===== config.mk =====
export PLATFORM = sky130hd
export DESIGN_NAME = mult_div_unit_flat
export DESIGN_NICKNAME = d
export VERILOG_FILES = /design/src/rtl/mult_div_unit_if.sv /design/src/rtl/mult_div_unit.sv /design/src/flat_wrapper.sv
export SDC_FILE = /design/constraint.sdc
export NUM_CORES = 1
export LEC_CHECK = 0
export BUFFER_PORTS_ARGS = -buffer_cell sky130_fd_sc_hd__buf_2
export CAP_MARGIN = 20
export CORE_AREA = 2 2 170 172
export CTS_CLUSTER_DIAMETER = 50
export CTS_CLUSTER_SIZE = 10
export DETAILED_ROUTE_END_ITERATION = 8
export DIE_AREA = 0 0 172 174
export PLACE_DENSITY = 0.72
export RECOVER_POWER = 100
export SETUP_SLACK_MARGIN = 0.05
export SKIP_LAST_GASP = 1
export SLEW_MARGIN = 30
export SYNTH_ARGS = -nofsm -noshare
export SYNTH_HDL_FRONTEND = slang
export SYNTH_SLANG_ARGS = --single-unit

===== constraint.sdc =====
create_clock -name clock -period 7.5 [get_ports clock]
set_input_delay 0.375 -clock clock [delete_from_list [all_inputs] [get_ports clock]]
set_output_delay 0.375 -clock clock [all_outputs]
set_load 0.02 [all_outputs]

===== src/rtl/mult_div_unit_if.sv =====
// mult_div_unit_if: start/operand request and HI/LO result bundle between the control unit and the multiply/divide unit.
interface mult_div_unit_if #(parameter int WIDTH = 32);
    logic start;
    logic [1:0] op;
    logic [WIDTH-1:0] a_in;
    logic [WIDTH-1:0] b_in;
    logic busy;
    logic done;
    logic div_zero;
    logic [WIDTH-1:0] hi;
    logic [WIDTH-1:0] lo;
    modport master (output start, op, a_in, b_in, input busy, done, div_zero, hi, lo);
    modport slave (input start, op, a_in, b_in, output busy, done, div_zero, hi, lo);
endinterface


===== src/rtl/mult_div_unit.sv =====
// mult_div_unit: iterative signed/unsigned multiply and divide, one result bit per cycle, holding HI/LO.
module mult_div_unit #(parameter int WIDTH = 32) (
    input logic clock,
    input logic reset,
    mult_div_unit_if.slave bus
);
    localparam int CW = $clog2(WIDTH);
    typedef enum logic [1:0] {IDLE, RUN, FIN} fsmState;
    fsmState state, nextState;
    logic divOp, negRes, negRem, zeroDiv;
    logic [CW-1:0] count;
    logic [WIDTH-1:0] magA, magB, inMagA, inMagB, remNext, quotient, remainder;
    logic [2*WIDTH-1:0] acc, product;
    logic [WIDTH:0] mulSum, shifted, diff;
    logic aNeg, bNeg, divByZero, geq;
    assign aNeg = ~bus.op[0] & bus.a_in[WIDTH-1];
    assign bNeg = ~bus.op[0] & bus.b_in[WIDTH-1];
    assign inMagA = aNeg ? -bus.a_in : bus.a_in;
    assign inMagB = bNeg ? -bus.b_in : bus.b_in;
    assign divByZero = bus.op[1] && bus.b_in == '0;
    // Multiply: acc = {partial product, remaining multiplier bits}, shifted right each cycle.
    assign mulSum = {1'b0, acc[2*WIDTH-1:WIDTH]} + {1'b0, acc[0] ? magA : WIDTH'(0)};
    // Divide: acc = {partial remainder, dividend bits / quotient bits}, shifted left each cycle.
    assign shifted = {acc[2*WIDTH-1:WIDTH], acc[WIDTH-1]};
    assign geq = shifted >= {1'b0, magB};
    assign diff = shifted - {1'b0, magB};
    assign remNext = geq ? diff[WIDTH-1:0] : shifted[WIDTH-1:0];
    assign product = negRes ? -acc : acc;
    assign quotient = negRes ? -acc[WIDTH-1:0] : acc[WIDTH-1:0];
    assign remainder = negRem ? -acc[2*WIDTH-1:WIDTH] : acc[2*WIDTH-1:WIDTH];
    always_ff @(posedge clock) begin
        if (!reset) state <= IDLE;
        else state <= nextState;
    end
    always_comb begin
        nextState = state == IDLE ? (bus.start ? (divByZero ? FIN : RUN) : IDLE)
                  : state == RUN ? (count == '0 ? FIN : RUN)
                  : IDLE;
    end
    always_comb begin
        bus.busy = state != IDLE;
    end
    always_ff @(posedge clock) begin
        if (!reset) begin
            divOp <= 1'b0;
            negRes <= 1'b0;
            negRem <= 1'b0;
            zeroDiv <= 1'b0;
            count <= '0;
            magA <= '0;
            magB <= '0;
            acc <= '0;
            bus.done <= 1'b0;
            bus.div_zero <= 1'b0;
            bus.hi <= '0;
            bus.lo <= '0;
        end else begin
            bus.done <= 1'b0;
            bus.div_zero <= 1'b0;
            if (state == IDLE && bus.start) begin
                divOp <= bus.op[1];
                negRes <= aNeg ^ bNeg;
                negRem <= aNeg;
                zeroDiv <= divByZero;
                count <= CW'(WIDTH - 1);
                magA <= inMagA;
                magB <= inMagB;
                acc <= {{WIDTH{1'b0}}, bus.op[1] ? inMagA : inMagB};
            end else if (state == RUN) begin
                count <= count - 1'b1;
                acc <= divOp ? {remNext, acc[WIDTH-2:0], geq} : {mulSum, acc[WIDTH-1:1]};
            end else if (state == FIN) begin
                bus.done <= 1'b1;
                bus.div_zero <= zeroDiv;
                if (!zeroDiv) begin
                    bus.hi <= divOp ? remainder : product[2*WIDTH-1:WIDTH];
                    bus.lo <= divOp ? quotient : product[WIDTH-1:0];
                end
            end
        end
    end
endmodule


===== src/flat_wrapper.sv =====
// flat-port wrapper written by rule: the top's interface ports become plain ports
module mult_div_unit_flat 
#(parameter int WIDTH = 32)
  (clock, reset, bus_start, bus_op, bus_a_in, bus_b_in, bus_busy, bus_done, bus_div_zero, bus_hi, bus_lo);
  mult_div_unit_if #(.WIDTH(WIDTH)) bus_i ();
  input logic clock;
  input logic reset;
  input wire logic [$bits(bus_i.start)-1:0] bus_start;
  input wire logic [$bits(bus_i.op)-1:0] bus_op;
  input wire logic [$bits(bus_i.a_in)-1:0] bus_a_in;
  input wire logic [$bits(bus_i.b_in)-1:0] bus_b_in;
  output wire logic [$bits(bus_i.busy)-1:0] bus_busy;
  output wire logic [$bits(bus_i.done)-1:0] bus_done;
  output wire logic [$bits(bus_i.div_zero)-1:0] bus_div_zero;
  output wire logic [$bits(bus_i.hi)-1:0] bus_hi;
  output wire logic [$bits(bus_i.lo)-1:0] bus_lo;
  assign bus_i.start = bus_start;
  assign bus_i.op = bus_op;
  assign bus_i.a_in = bus_a_in;
  assign bus_i.b_in = bus_b_in;
  assign bus_busy = bus_i.busy;
  assign bus_done = bus_i.done;
  assign bus_div_zero = bus_i.div_zero;
  assign bus_hi = bus_i.hi;
  assign bus_lo = bus_i.lo;
  mult_div_unit #(.WIDTH(WIDTH)) u_core (.clock(clock), .reset(reset), .bus(bus_i));
endmodule

==> metrics <==
initial antenna violation count=3; final setup fails=0; hold-critical path depth=3; Inst Count DP=2380; ys async rst share=0%; Worst R2R Start=u_core.acc[32]$_SDFFE_PP0P_; Slew @ Worst Pin=3.233 ns; PwrDens=226.6 nW/um^2; H-tree levels=1; syn_area_per_cell=7.560 um^2; CORE AREA=28240 um^2; CTS sink count=205; synthesized instance count=1977; Skew-Pair Late Insertion Delay=0.57 ns; post-synth top area share=27.46%; Final ANT Viol Nets=0; synthesized area=14950 um^2; Slew Limit Fails=299; RePlAce Congestion=0.9781; Port Buf Inserts=135; Main synth FF type=dfxtp_1; worst setup path start=reset; GRT Util Overall=33.48%; # nets final=2168; Post-CTS Setup Inserts=0; P&R area growth vs syn=10.98%; chip height=174 um; CTS tree=done; hpwl dp=38090 um; reg-to-reg setup timing slack=2.23 ns; post-synth top area cell=dfxtp_1; commonest non-fill, non-tap cell in the layout=nor2_1; Final period util=75.94%; vias in the first global route=13.92k; max cap viols=7; Final Hold Fails=0; dpl ws=3.003 ns; FF-to-FF path depth=12; row cnt=62; die area=29930 um^2; slew margin rel.=-115.5%; initial core utilization=52.93%; largest net degree at the start of global routing=95; DRC=0; Peak VDD IR=0.1865 mV; Arr. time, crit path=6.12 ns; static leakage=6.807 nW; Seq cells post-synth=205; Seq/Total Area, Yosys=27.46%; # diodes=0; Routed WL=51320 um; first-pass GRT wire length=78290 um; worst setup margin=1.805 ns; top cells by area, synth=dfxtp_1, ha_1, a21oi_1; most frequent cells in the layout=nor2_1, dfxtp_1, nand2_1; Routed WL per cell=21.15 um; Hold Buf Count CTS=0; first drt pass iteration count=5; Crit Path Class=input pin to flip-flop; Worst setup SP type=input pin; post-route insts no fill=2426; via count=14.94k; HP Class=input pin to flip-flop; RSZ-0062 raised after global routing=no; root buf cell=clkbuf_16; die width=172 um; io pins=136; hold endpoint=u_core.magA[21]$_SDFFE_PN0P_; failing checks=capacitance limit, slew limit; skew final=0.01410 ns; CTS resizes=0; CP Capture Type=flip-flop; number of synthesized flops with an enable pin=0; Synth warnings=0; Critical Path Fanout Max=68; setup total negative slack=0 ns; syn_nets=2117; HP Start=bus_a_in[21]; Final Total Pwr=3.758 mW; Vias/cell=6.160; outcome=finished, violations left; final critical-path required period=5.695 ns; Fmax=175.6 MHz; layout cells sized above 1=8.178%; clk slew on worst S/H paths=0.06 ns; gr ovfl total=0; TritonCTS Buffers=30; RR Endpoint=u_core.acc[41]$_SDFFE_PP0P_; Synth cell types=73; Clock Tree Buf Depth=3; CP required=7.93 ns; initial DRC count=1372
==> how the worst max path moves through the flow <==
| stage | to | slack, ns | cells past startpoint |
|---|---|---|---|
| 2_1_floorplan | u_core.acc[59]$_SDFFE_PP0P_ | 4.00 | 12 |
| 3_3_place_gp | u_core.acc[41]$_SDFFE_PP0P_ | 3.08 | 12 |
| 3_5_place_dp | u_core.acc[41]$_SDFFE_PP0P_ | 3.00 | 12 |
| 4_1_cts | u_core.acc[41]$_SDFFE_PP0P_ | 3.00 | 12 |
| 5_1_grt | u_core.acc[62]$_SDFFE_PP0P_ | 1.41 | 10 |
| 6_report | u_core.acc[62]$_SDFFE_PP0P_ | 1.80 | 10 |
==> layer usage <==
metal,wire [um],track usage (%),vias up
met5,0,0,-
met1,21530,44.54,7032
met2,23060,52.54,628
met3,4118,5.419,128
li1,-,-,7155
met4,2607,16.28,0
==> synthesized netlist by cell type (27+ instances only) <==
cell      number
nor3_1        35
dfxtp_1      205
and2_1        40
nand3_1       34
a211oi_1      76
xnor2_1       89
o211ai_1      39
inv_1         70
a21oi_1      168
o21ai_0      117
ha_1          69
nor2_1       223
nand2_1      196
xor2_1        90
mux2i_1       45
a21o_1        27
clkbuf_1     115
==> per-stage QoR <==
step	util, %	area [um^2]	hold WS (ns)
floorplan	-	14950	0.4317
global placement	55.68	15720	0.4390
detailed placement	55.72	15740	0.4462
CTS	59.19	16710	0.1513
global route	58.74	16590	0.1719
finish	58.74	16590	0.1672
==> layout make-up <==
class | instances | area, um^2
inverters | 70 | 262.8
repair buffers | 153 | 711.9
well taps | 384 | 480.5
fillers | 2763 | 11650
clock inverters | 14 | 220.2
multi-input cells | 1568 | 10040
clock buffers | 32 | 758.2
flip-flops and latches | 205 | 4108
==> sequential cells by signal, indices dropped and copies added, names as in the netlist <==
name	cells
u_core.bus.done	1
u_core.zeroDiv	1
u_core.bus.lo	32
u_core.acc	64
u_core.bus.hi	32
u_core.magB	32
u_core.divOp	1
u_core.state	2
u_core.negRem	1
u_core.negRes	1
u_core.bus.div_zero	1
u_core.count	5
u_core.magA	32
==> cell families (layout without fill, tap and decap cells) <==
logic type | Yosys count | after routing | share of synthesized area (%)
AOI/OAI and AO/OA | 587 | 587 | 25.50
adders and majority gates | 71 | 71 | 6.044
xor gates and xnor gates | 179 | 179 | 10.49
DFF | 205 | 205 | 27.46
and+or+nand+nor | 674 | 674 | 21.18
buffers and inverters | 204 | 269 | 5.408
muxes | 57 | 57 | 3.918
==> where the power goes <==
group          total, mW  internal, mW  switching [mW]
clock               1.39         0.864           0.529
sequential          1.29          1.17           0.118
combinational       1.08         0.408           0.669
total               3.76          2.44            1.32
==> critical path, stage by stage <==
cell      delay [ns]
buf_2           0.08
clkbuf_1        2.14
clkinv_1        0.27
clkbuf_1        0.88
nor2_1          0.85
buf_4           0.40
nand2_1         0.44
a31oi_1         0.34
o21ai_0         0.12
o32ai_1         0.20
(Power assumes the default switching activity.)
